$ cat src/rtl/clk_div_prog.sv
// clk_div_prog -- programmable CPU clock: free-running divider taps (fast/slow), debounced single step, hold.
// Latency: every output is a flop; MODE and STEP_BTN pass a 2-flop synchronizer before any use.
// Backpressure: none; the block free-runs and samples its inputs on every CLK.
//
// Ports:
//   CLK        system clock, all flops on its rising edge
//   RST_N      asynchronous active-low reset
//   MODE       requested mode (00 fast, 01 slow, 10 single-step, 11 hold), asynchronous
//   STEP_BTN   raw, bouncing step push-button, asynchronous, active-high
//   CLK_CPU    divided CPU clock
//   CPU_EN     one-CLK pulse in the cycle CLK_CPU goes 0->1
//   TICK_CNT   CLK_CPU rising edges since reset, wrapping
//   MODE_ACT   mode currently driving CLK_CPU
module clk_div_prog #(
  parameter int CNT_W    = 32,
  parameter int TAP_FAST = 21,
  parameter int TAP_SLOW = 29,
  parameter int DB_W     = 20,
  parameter int STEP_HI  = 16,
  parameter int TICK_W   = 32
) (
  input  logic              CLK,
  input  logic              RST_N,
  input  logic [1:0]        MODE,
  input  logic              STEP_BTN,
  output logic              CLK_CPU,
  output logic              CPU_EN,
  output logic [TICK_W-1:0] TICK_CNT,
  output logic [1:0]        MODE_ACT
);

  typedef enum logic [1:0] {
    M_FAST = 2'b00,
    M_SLOW = 2'b01,
    M_STEP = 2'b10,
    M_HOLD = 2'b11
  } mode_e;

  typedef enum logic {
    ST_IDLE = 1'b0,
    ST_HIGH = 1'b1
  } step_e;

  localparam logic [15:0] STEP_LAST = 16'(STEP_HI - 1);

  logic [CNT_W-1:0]  r_cnt;
  logic [CNT_W-1:0]  w_cnt_nxt;
  logic [1:0]        r_mode_s1;
  logic [1:0]        r_mode_s2;
  logic              r_btn_s1;
  logic              r_btn_s2;
  logic [DB_W-1:0]   r_db_cnt;
  logic              r_db_lvl;
  logic              r_db_lvl_d;
  logic [1:0]        r_rel_cnt;
  mode_e             r_mode_act;
  step_e             r_step_st;
  logic [15:0]       r_step_tmr;
  logic              r_clk_cpu;
  logic              r_cpu_en;
  logic [TICK_W-1:0] r_tick;

  mode_e             w_mode_sync;
  mode_e             w_mode_nxt;
  logic              w_rel_ok;
  logic              w_db_rise;
  logic              w_step_busy;
  logic              w_new_tgt;
  logic              w_switch;
  logic              w_tgt;
  logic              w_rise;

  // Level a mode would put on CLK_CPU. Divider taps look at the counter value
  // being loaded this cycle so CLK_CPU tracks the tap bit with no extra lag.
  function automatic logic f_tgt(input mode_e m, input logic [CNT_W-1:0] c, input step_e st);
    logic v;
    v = 1'b0;
    case (m)
      M_FAST:  v = c[TAP_FAST];
      M_SLOW:  v = c[TAP_SLOW];
      M_STEP:  v = (st == ST_HIGH);
      default: v = 1'b0;
    endcase
    return v;
  endfunction

  assign w_cnt_nxt   = r_cnt + CNT_W'(1);
  assign w_mode_sync = mode_e'(r_mode_s2);
  // The synchronizers hold reset values for two edges after release; ignore them until then.
  assign w_rel_ok    = (r_rel_cnt == 2'd2);
  assign w_db_rise   = r_db_lvl & ~r_db_lvl_d;
  // A pending or running step pulse pins the mode until it has fully completed.
  assign w_step_busy = (r_mode_act == M_STEP) && (r_step_st == ST_HIGH);

  always_comb begin
    w_new_tgt  = f_tgt(w_mode_sync, w_cnt_nxt, r_step_st);
    // Switch only while both the present clock and the incoming mode are low:
    // no high phase is cut short and the new mode starts at the beginning of a low phase.
    w_switch   = w_rel_ok && (w_mode_sync != r_mode_act) && !r_clk_cpu && !w_new_tgt && !w_step_busy;
    w_mode_nxt = w_switch ? w_mode_sync : r_mode_act;
    w_tgt      = f_tgt(w_mode_nxt, w_cnt_nxt, r_step_st);
    w_rise     = w_tgt & ~r_clk_cpu;
  end

  always_ff @(posedge CLK or negedge RST_N) begin
    if (!RST_N) begin
      r_cnt     <= '0;
      r_mode_s1 <= 2'b00;
      r_mode_s2 <= 2'b00;
      r_btn_s1  <= 1'b0;
      r_btn_s2  <= 1'b0;
      r_rel_cnt <= 2'd0;
    end else begin
      r_cnt     <= w_cnt_nxt;
      r_mode_s1 <= MODE;
      r_mode_s2 <= r_mode_s1;
      r_btn_s1  <= STEP_BTN;
      r_btn_s2  <= r_btn_s1;
      if (r_rel_cnt != 2'd2) begin
        r_rel_cnt <= r_rel_cnt + 2'd1;
      end
    end
  end

  // Debounce: the level flips on the 2^DB_W-th consecutive cycle of disagreement.
  always_ff @(posedge CLK or negedge RST_N) begin
    if (!RST_N) begin
      r_db_cnt   <= '0;
      r_db_lvl   <= 1'b0;
      r_db_lvl_d <= 1'b0;
    end else begin
      r_db_lvl_d <= r_db_lvl;
      if (r_btn_s2 != r_db_lvl) begin
        if (&r_db_cnt) begin
          r_db_lvl <= r_btn_s2;
          r_db_cnt <= '0;
        end else begin
          r_db_cnt <= r_db_cnt + DB_W'(1);
        end
      end else begin
        r_db_cnt <= '0;
      end
    end
  end

  // Step FSM: HIGH lasts STEP_HI cycles; CLK_CPU follows it one cycle later for the same length.
  always_ff @(posedge CLK or negedge RST_N) begin
    if (!RST_N) begin
      r_step_st  <= ST_IDLE;
      r_step_tmr <= '0;
    end else if (w_mode_nxt != M_STEP) begin
      r_step_st  <= ST_IDLE;
      r_step_tmr <= '0;
    end else begin
      case (r_step_st)
        ST_IDLE: begin
          if (w_db_rise && (r_mode_act == M_STEP)) begin
            r_step_st  <= ST_HIGH;
            r_step_tmr <= '0;
          end
        end
        ST_HIGH: begin
          if (r_step_tmr == STEP_LAST) begin
            r_step_st  <= ST_IDLE;
            r_step_tmr <= '0;
          end else begin
            r_step_tmr <= r_step_tmr + 16'd1;
          end
        end
        default: begin
          r_step_st  <= ST_IDLE;
          r_step_tmr <= '0;
        end
      endcase
    end
  end

  always_ff @(posedge CLK or negedge RST_N) begin
    if (!RST_N) begin
      r_mode_act <= M_HOLD;
      r_clk_cpu  <= 1'b0;
      r_cpu_en   <= 1'b0;
      r_tick     <= '0;
    end else begin
      r_mode_act <= w_mode_nxt;
      r_clk_cpu  <= w_tgt;
      r_cpu_en   <= w_rise;
      if (w_rise) begin
        r_tick <= r_tick + TICK_W'(1);
      end
    end
  end

  assign CLK_CPU  = r_clk_cpu;
  assign CPU_EN   = r_cpu_en;
  assign TICK_CNT = r_tick;
  assign MODE_ACT = r_mode_act;

endmodule
$ cat config.mk
export PLATFORM = sky130hd
export DESIGN_NAME = clk_div_prog
export DESIGN_NICKNAME = d
export VERILOG_FILES = /design/src/rtl/clk_div_prog.sv
export SDC_FILE = /design/constraint.sdc
export NUM_CORES = 1
export LEC_CHECK = 0
export CORE_MARGIN = 2
export CORE_UTILIZATION = 68
export DETAILED_ROUTE_END_ITERATION = 8
export DONT_BUFFER_PORTS = 1
export PLACE_DENSITY = 0.82
export REMOVE_ABC_BUFFERS = 1
export SLEW_MARGIN = 10
export SYNTH_ARGS = -nofsm -noshare
export SYNTH_HDL_FRONTEND = slang
export SYNTH_SLANG_ARGS = --single-unit
$ cat constraint.sdc
create_clock -name CLK -period 4.55 [get_ports CLK]
set_input_delay 0.455 -clock CLK [delete_from_list [all_inputs] [get_ports CLK]]
set_output_delay 0.455 -clock CLK [all_outputs]
set_load 0.02 [all_outputs]
Word level (Yosys, flattened, before mapping):

Cells that the tools add are included.

* add/sub/neg operators: 5
* equal/unequal tests: 12
* muxes and demuxes: 13
* bitwise logic cells: 5
* reductions and logical operators: 13

Operators with widths (number)
* $add A32 B1 Y32 const B: 2
* $mux W16: 3
* $mux W20: 2
* $pmux W16 S2: 1
* $reduce_and A21 Y1: 1
* $add A20 B1 Y20 const B: 1
* $reduce_and A20 Y1: 1
* $add A16 B1 Y16 const B: 1
* $eq A16 B4 Y1 const B: 1
* $eq A2 B2 Y1 const B: 4
* $logic_and A1 B1 Y1: 6
* $pmux W1 S3: 2
* $eq A2 B1 Y1 const B: 2
* $logic_not A2 Y1: 2
* $ne A2 B2 Y1 const B: 2
* $logic_not A1 Y1: 3
* $mux W1: 3
* $ne A3 B3 Y1 const B: 1
* $not A1 Y1: 3
* $add A2 B1 Y2 const B: 1
* $and A1 B1 Y1: 2
* $mux W2: 1
* $ne A2 B2 Y1: 1
* $pmux W1 S2: 1
* $ne A1 B1 Y1: 1

* register bits: 115
* bits of input ports: 5
* output and inout bits: 36
* logic and storage cells: 63

Logic depth before layout (Yosys ltp):

Gate-level depths: netlist (run 1).

* word-level depth: 9
* gate-level depth with buffers: 11
* depth with buffers taken out: 10

Worst setup path before layout (run 1):

Ideal clock, no wire load.

* kind: register -> register
* from: register r_cnt[10]
* to: register r_tick[2], in the netlist TICK_CNT[2]
* setup time: 0.133 ns
* arrival: 2.407 ns
* data required time: 4.417 ns
* slack: 2.010 ns
* cell stages (with the launch flop): 12
* period minus slack after synthesis: 2.540 ns
* cell sequence: dfrtp_1 and3_1 and3_1 clkbuf_1 and4_1 or2_2 o32a_1 a41oi_4 buf_6 inv_2 and2_1 xor2_1

* cells in the longest elaborated chain, start to end: 9

RTL lines
* start: declaration: RTL line 46 `logic [CNT_W-1:0] r_cnt;`
* start signal: assignment: RTL line 114 `r_cnt <= w_cnt_nxt;`
* $add A32 B1 Y32 (*): RTL line 87 `assign w_cnt_nxt = r_cnt + CNT_W'(1);`
* $pmux W1 S3: RTL line 78 `case (m)`
* $logic_not A1 Y1: RTL line 99 `w_switch = w_rel_ok && (w_mode_sync != r_mode_act) && !r_clk_cpu && !w_new_tgt && !w_step_busy;`
* $logic_and A1 B1 Y1 (2 in a row): RTL line 99
* $mux W2: RTL line 100 `w_mode_nxt = w_switch ? w_mode_sync : r_mode_act;`
* $eq A2 B2 Y1 (tied with other cells): RTL line 78
* $pmux W1 S3 (*): RTL line 78
* via w_tgt: RTL line 70 `logic w_tgt;`
* $and A1 B1 Y1 (*): RTL line 102 `w_rise = w_tgt & ~r_clk_cpu;`
* end signal: assignment: RTL line 189 `r_tick <= r_tick + TICK_W'(1);`
* end: declaration: RTL line 61 `logic [TICK_W-1:0] r_tick;`

Mark *: on every way through the listed nets, which the timed path passes. The rest lies on a longest branch.
A chain may end at the register's enable or synchronous reset.

Final worst setup path (run 1):

* from: register r_cnt[5]
* to: register r_tick[1], in the netlist TICK_CNT[1]

* cells in the longest elaborated chain, start to end: 9

RTL lines
* $add A32 B1 Y32 (*): RTL line 87
* $pmux W1 S3: RTL line 78
* $logic_not A1 Y1: RTL line 99
* $logic_and A1 B1 Y1 (2 in a row): RTL line 99
* $mux W2: RTL line 100
* $eq A2 B2 Y1 (tied with other cells): RTL line 78
* $pmux W1 S3 (*): RTL line 78
* $and A1 B1 Y1 (*): RTL line 102
* via w_rise: RTL line 71 `logic w_rise;`

Marks and branches as above.

==> results of run 1 <==
-- state kept, by name (all words and copies together), names as in the netlist --
| name | count |
|---|---|
| MODE_ACT | 2 |
| r_rel_cnt | 2 |
| CPU_EN | 1 |
| TICK_CNT | 32 |
| r_step_st | 1 |
| r_db_cnt | 20 |
| CLK_CPU | 1 |
| r_mode_s2 | 2 |
| r_step_tmr | 16 |
| r_mode_s1 | 2 |
| r_cnt | 30 |
| r_db_lvl | 1 |
| r_btn_s2 | 1 |
| r_btn_s1 | 1 |
| r_db_lvl_d | 1 |
-- layout by cell type (no fill, tap or decap), types with 3 or more instances in the layout --
| cell type | synthesis | final |
|---|---|---|
| ha_1 | 5 | 5 |
| nand3_1 | 25 | 25 |
| nor4_1 | 16 | 16 |
| or3_1 | 3 | 3 |
| a31oi_1 | 13 | 13 |
| and3_1 | 18 | 18 |
| inv_1 | 19 | 19 |
| dfrtp_1 | 111 | 111 |
| xor2_1 | 49 | 49 |
| clkbuf_16 | 0 | 16 |
| nor2b_1 | 3 | 3 |
| nand2_1 | 38 | 38 |
| nor3_1 | 10 | 10 |
| bufinv_16 | 0 | 3 |
| nor4b_1 | 7 | 7 |
| xnor2_1 | 30 | 30 |
| nand2b_1 | 6 | 6 |
| clkinvlp_4 | 0 | 4 |
| nor2_1 | 38 | 38 |
| nand4_1 | 15 | 15 |
| o21ai_0 | 8 | 8 |
| dlygate4sd3_1 | 0 | 4 |
| clkinv_2 | 0 | 3 |
| and4_1 | 13 | 13 |
| a21oi_1 | 16 | 16 |
| nor3b_1 | 3 | 3 |
| and2_1 | 9 | 9 |
| clkbuf_8 | 0 | 3 |
-- how the worst max path moves through the flow --
stage | from | end | slack [ns] | depth (start not counted)
3_3_place_gp | r_cnt[5] | TICK_CNT[1] | 1.37 | 8
5_1_grt | r_cnt[5] | TICK_CNT[1] | 0.98 | 8
2_1_floorplan | r_cnt[5] | TICK_CNT[1] | 1.68 | 8
4_1_cts | r_cnt[5] | TICK_CNT[1] | 1.22 | 8
6_report | r_cnt[5] | TICK_CNT[1] | 1.19 | 8
3_5_place_dp | r_cnt[5] | TICK_CNT[1] | 1.24 | 8
-- final cells by class --
cell class	count	area (um2)
clock buffers	21	449.2
multi-input cells	350	2278
clock inverters	10	135.1
well taps	102	127.6
repair buffers	6	75.07
fillers	485	1637
inverters	20	75.07
flip-flops and latches	113	2830
-- per-layer routing --
layer / vias up / track usage [%] / wire, um
met4: 0 / 7.214 / 73
met5: - / 0 / 0
met1: 1843 / 35.97 / 4561
li1: 1773 / - / -
met2: 99 / 40.01 / 5018
met3: 15 / 8.628 / 534
-- stage by stage --
| step | hold WS [ns] | util [%] | instance area [um2] |
|---|---|---|---|
| 2_1_floorplan | 0.1594 | - | 5184 |
| 3_3_place_gp | 0.1631 | 69.92 | 5319 |
| 3_5_place_dp | 0.1627 | 69.92 | 5319 |
| 4_1_cts | 0.3473 | 78.49 | 5971 |
| 5_1_grt | 0.3548 | 78.49 | 5971 |
| 6_report | 0.3453 | 78.49 | 5971 |
-- power breakdown --
part           leakage (nW)  switching (mW)  internal (mW)
Combinational         0.971          0.0563         0.0332
Sequential             1.53          0.0572           1.03
Clock                 0.276           0.447          0.855
Total                  2.78           0.560           1.92
-- critical path: stages, from the launching register on --
cell and delay, ns:
dfrtp_1 0.42, and4_1 0.27, nand4_1 0.18, or4_1 0.53, and2_1 0.22, nand4b_1 0.24
a41oi_4 0.85, nor2_1 0.20, mux2_2 0.32
-- kinds of logic after synthesis --
kind of cell	after synthesis
DFF	113
adders and majority gates	5
AOI/OAI and AO/OA	53
and+or+nand+nor	211
muxes	2
xor gates and xnor gates	79
buffers and inverters	34
==> run metrics, run 1 <==
register bit total from synthesis 113; initial antenna violation count 0; worst ir drop on vdd 0.3093 mV; Simple-Gate Fraction of Synth Area a little over a fifth; Iter 0 DRT Violations 170; Die Ht 91.91 um; cell area after synthesis between 5000 and 6000 um2; Post-Synth Adder-Cell Area approximately 1.2%; Synth warnings 0; Tightest Hold Check Type reg -> reg; Power Total roughly 2.5 mW; Sink Count around 110; hold path depth 0; Ports between 40 and 50; global route overflow 0; area of the core ~7600 um2; measured slew at the worst slew-check pin ~0.96 ns; clk_skew roughly 0.0044 ns; post-route setup TNS 0 ns; Clk pin slew, worst setup/hold paths 0.06 ns; DR WL/cell 16.38 um; distinct cell type count after synthesis 47; ANT cells 0; post-synthesis async set-or-reset flop share 100.0%; die area ~8400 um2; pwr dens between 400 and 500 nW/um2; Critical Path RT a little under 5 ns; CTS max path bufs 2; most numerous cell in the Yosys netlist dfrtp_1; # nets final roughly 520; Total GRT Usage a little over a quarter; final setup fails 0; Setup Buffers After CTS 0; Placed Cells about 600; Synth Area in Compound Gates under 10%; area share of xor/xnor cells in the synthesized design approximately an eighth; Die Wd 91.91 um; Total Wirelength 10190 um; hold-fix buffers at CTS 5; vias per std cell 5.997; Cells after Synth 497; Post-synth top cells dfrtp_1, xor2_1, nand2_1, nor2_1, xnor2_1; PortBufs 0; placed wire-length estimate between 6000 and 7000 um; Most used DFF post-synth dfrtp_1; total number of vias around 3700; TritonCTS clock tree yes; Hold Path Sink r_btn_s2; DP Worst Slack about 1.2 ns; Worst Slack Setup Final 1.188 ns; first-pass GRT wire length about 17000 um; Synth area leaders dfrtp_1, xor2_1, xnor2_1; largest family of logic cells by synthesized area simple AND/OR/NAND/NOR gates; max cap viols 0; fin crit period around 3.4 ns; FF-to-FF Start r_cnt[5]; Slew Viols, Final 0; Non-Filler Instances between 600 and 700; mux contribution to synthesized area less than 1%; worst rel slew slack a little over a third; Initial Utilization around 69%; htree depth 4; Detail Route Antenna Nets 0; WS Path Type reg -> reg; latest clock arrival within the worst-skew pair ~0.5 ns; DRC viols 0; CTS Buf Count 17; Area growth, synth to finish 13.62%; CTS root buf clkbuf_8; row count 32; cell taking the most area after synthesis dfrtp_1; largest net degree at the start of global routing 114; RSZ-0062 raised after global routing no; share of the synthesized area in the top cell type between 50% and 60%; Worst Path Max Fanout 31; Max Freq between 200 and 300 MHz; status completed; Startpoint Class register; average size of a mapped cell 10.57 um2; vias in the first global route between 3000 and 4000; R2R Setup Slk around 1.2 ns; GP Congestion approximately 0.80; P_leak roughly 2.8 nW; CP endpoint kind register; worst-case reg-to-reg path depth 8; share of layout cells above drive strength 1 under 10%; crit share post-route between 70% and 80%; register area share after synthesis between 50% and 60%; drt pass-1 iters 6; HP Start r_btn_s1; post-cts resize count 0; EDFF count, synth 0; Fin. Hold Viols 0; worst r2r dst TICK_CNT[1]; worst path arrival time ~3.8 ns
Note: power is estimated with default switching activity, not from simulation.
==> inputs of run 2 (changes only) <==
--- a/config.mk
+++ b/config.mk
@@ -6,10 +6,10 @@
 export NUM_CORES = 1
 export LEC_CHECK = 0
 export CORE_MARGIN = 2
-export CORE_UTILIZATION = 68
+export CORE_UTILIZATION = 57
 export DETAILED_ROUTE_END_ITERATION = 8
 export DONT_BUFFER_PORTS = 1
-export PLACE_DENSITY = 0.82
+export PLACE_DENSITY = 0.73
 export REMOVE_ABC_BUFFERS = 1
 export SLEW_MARGIN = 10
 export SYNTH_ARGS = -nofsm -noshare
==> constraint.sdc (replaced) <==
create_clock -name CLK -period 2.9 [get_ports CLK]
set_input_delay 0.29 -clock CLK [delete_from_list [all_inputs] [get_ports CLK]]
set_output_delay 0.29 -clock CLK [all_outputs]
set_load 0.02 [all_outputs]
==> run metrics, run 2 (synthesis gave the netlist of run 1 again) <==
Ports 41; # nets final about 540; clk_skew about 0.0095 ns; Gate power share between 4 and 5%; share of layout cells above drive strength 1 roughly an eighth; Tightest Hold Check Type in -> reg; Die Wd approximately 100 um; worst-case reg-to-reg path depth 10; Total GRT Usage 22.51%; clock power share between 40% and 50%; placed wire-length estimate around 6300 um; first-pass GRT wire length 17650 um; P_leak approximately 2.9 nW; latest clock arrival within the worst-skew pair 0.52 ns; die area between 10000 and 15000 um2; Hold Path Sink r_mode_s1[0]; CTS root buf clkbuf_8; most used routing layer met2; CTS max path bufs 2; Initial Utilization approximately 58%; Slew Viols, Final 0; ANT cells 0; global route overflow 0; CTS Buf Count 17; met2 usage 36.23%; Clk pin slew, worst setup/hold paths 0.06 ns; crit share post-route between 90% and 100%; Max Freq between 300 and 400 MHz; max cap viols 0; RSZ-0062 raised after global routing yes; Critical Path RT roughly 3.3 ns; Total Wirelength roughly 11000 um; GP Congestion 0.8591; fin crit period roughly 2.8 ns; Core Util, Final 67.34%; vias per std cell between 5 and 6; worst path arrival time roughly 3.2 ns; worst r2r dst TICK_CNT[28]; htree depth 4; status completed; total number of vias 3797; final setup fails 0; worst rel slew slack a little under half; met3 usage under 10%; Area growth, synth to finish 16.71%; Fin. Hold Viols 0; PortBufs 0; Power Total 3.681 mW; reported net switching power roughly 910 uW; DP Worst Slack roughly 0.13 ns; DR WL/cell 16.46 um; DRC viols 0; Sink Count 113; worst ir drop on vdd a little under 0.4 mV; post-route setup TNS 0 ns; Worst Slack Setup Final 0.07934 ns; Startpoint Class register; met1 Use GR about 29%; WS Path Type reg -> reg; Iter 0 DRT Violations between 150 and 200; drt pass-1 iters 5; pwr dens around 600 nW/um2; FF-to-FF Start r_cnt[5]; TritonCTS clock tree yes; row count 35; most common cell after layout, fill and taps aside dfrtp_1; R2R Setup Slk 0.08 ns; vias in the first global route approximately 3700; Die Ht between 100 and 150 um; Switching Share between 20% and 30%; max FFs per register 32; largest net degree at the start of global routing 114; initial antenna violation count 0; Detail Route Antenna Nets 0; Critical Path Start r_cnt[5]; Worst Path Max Fanout 7; HP Start MODE[0]; hold path depth 1; area of the core 9109 um2; Seq pwr share between 40% and 50%; CP endpoint kind register; measured slew at the worst slew-check pin about 0.8 ns; Internal Pwr Total 2.774 mW; most frequent cells in the layout dfrtp_1, xor2_1, nand2_1, nor2_1, xnor2_1
## run 2: through the flow
stage          instances  hold slack, ns  cell area (um2)
2_1_floorplan        483       -0.005591             5184
3_3_place_gp         599      -0.0008549             5373
3_5_place_dp         599       -0.001141             5373
4_1_cts              636          0.3165             5957
5_1_grt              649          0.3263             6133
6_report             649          0.3274             6133
## run 2: worst max-delay path, cell delays in order (launching register included)
cell	delay [ns]
dfrtp_1	0.41
and4_4	0.26
nand4_1	0.14
or4_1	0.50
and3_1	0.20
o32a_1	0.36
a41oi_4	0.23
buf_4	0.19
clkbuf_16	0.16
nor4_1	0.06
xor2_1	0.18
## run 2: final cells by class
class | count | area (um2)
Sequential cell | 113 | 2830
Inverter | 20 | 75.07
Tap cell | 111 | 138.9
Fill cell | 694 | 2975
Timing Repair Buffer | 23 | 254.0
Multi-Input combinational cell | 350 | 2318
Clock buffer | 23 | 456.7
Clock inverter | 9 | 60.06
## run 2: what timing repair did
action / CTS / global route
setup buffers: 0 / 10
setup endpoints to repair: 0 / 31
hold buffers: 5 / 0
gates resized for setup: 0 / 9
hold endpoints to repair: 116 / 0
## run 2: power by group through the flow
stage          Clock, mW  Sequential, mW  Combinational [mW]
4_1_cts             1.83            1.70               0.154
3_5_place_dp           0            1.73               0.112
3_3_place_gp           0            1.73               0.106
2_1_floorplan          0            1.72              0.0836
5_1_grt             1.90            1.71               0.189
6_report            1.81            1.70               0.170
## run 2: routing by layer
layer	vias to the layer above	wire length, um
met5	-	0
met4	0	176
met3	22	478
met2	70	5386
met1	1895	4642
li1	1810	-
## run 2: how the worst max path moves through the flow
stage	end	cells past startpoint	slack (ns)
global route	TICK_CNT[2]	11	-0.02
CTS	TICK_CNT[2]	10	0.09
floorplan	TICK_CNT[1]	8	0.03
finish	TICK_CNT[28]	10	0.08
global placement	TICK_CNT[2]	10	0.18
detailed placement	TICK_CNT[2]	10	0.13
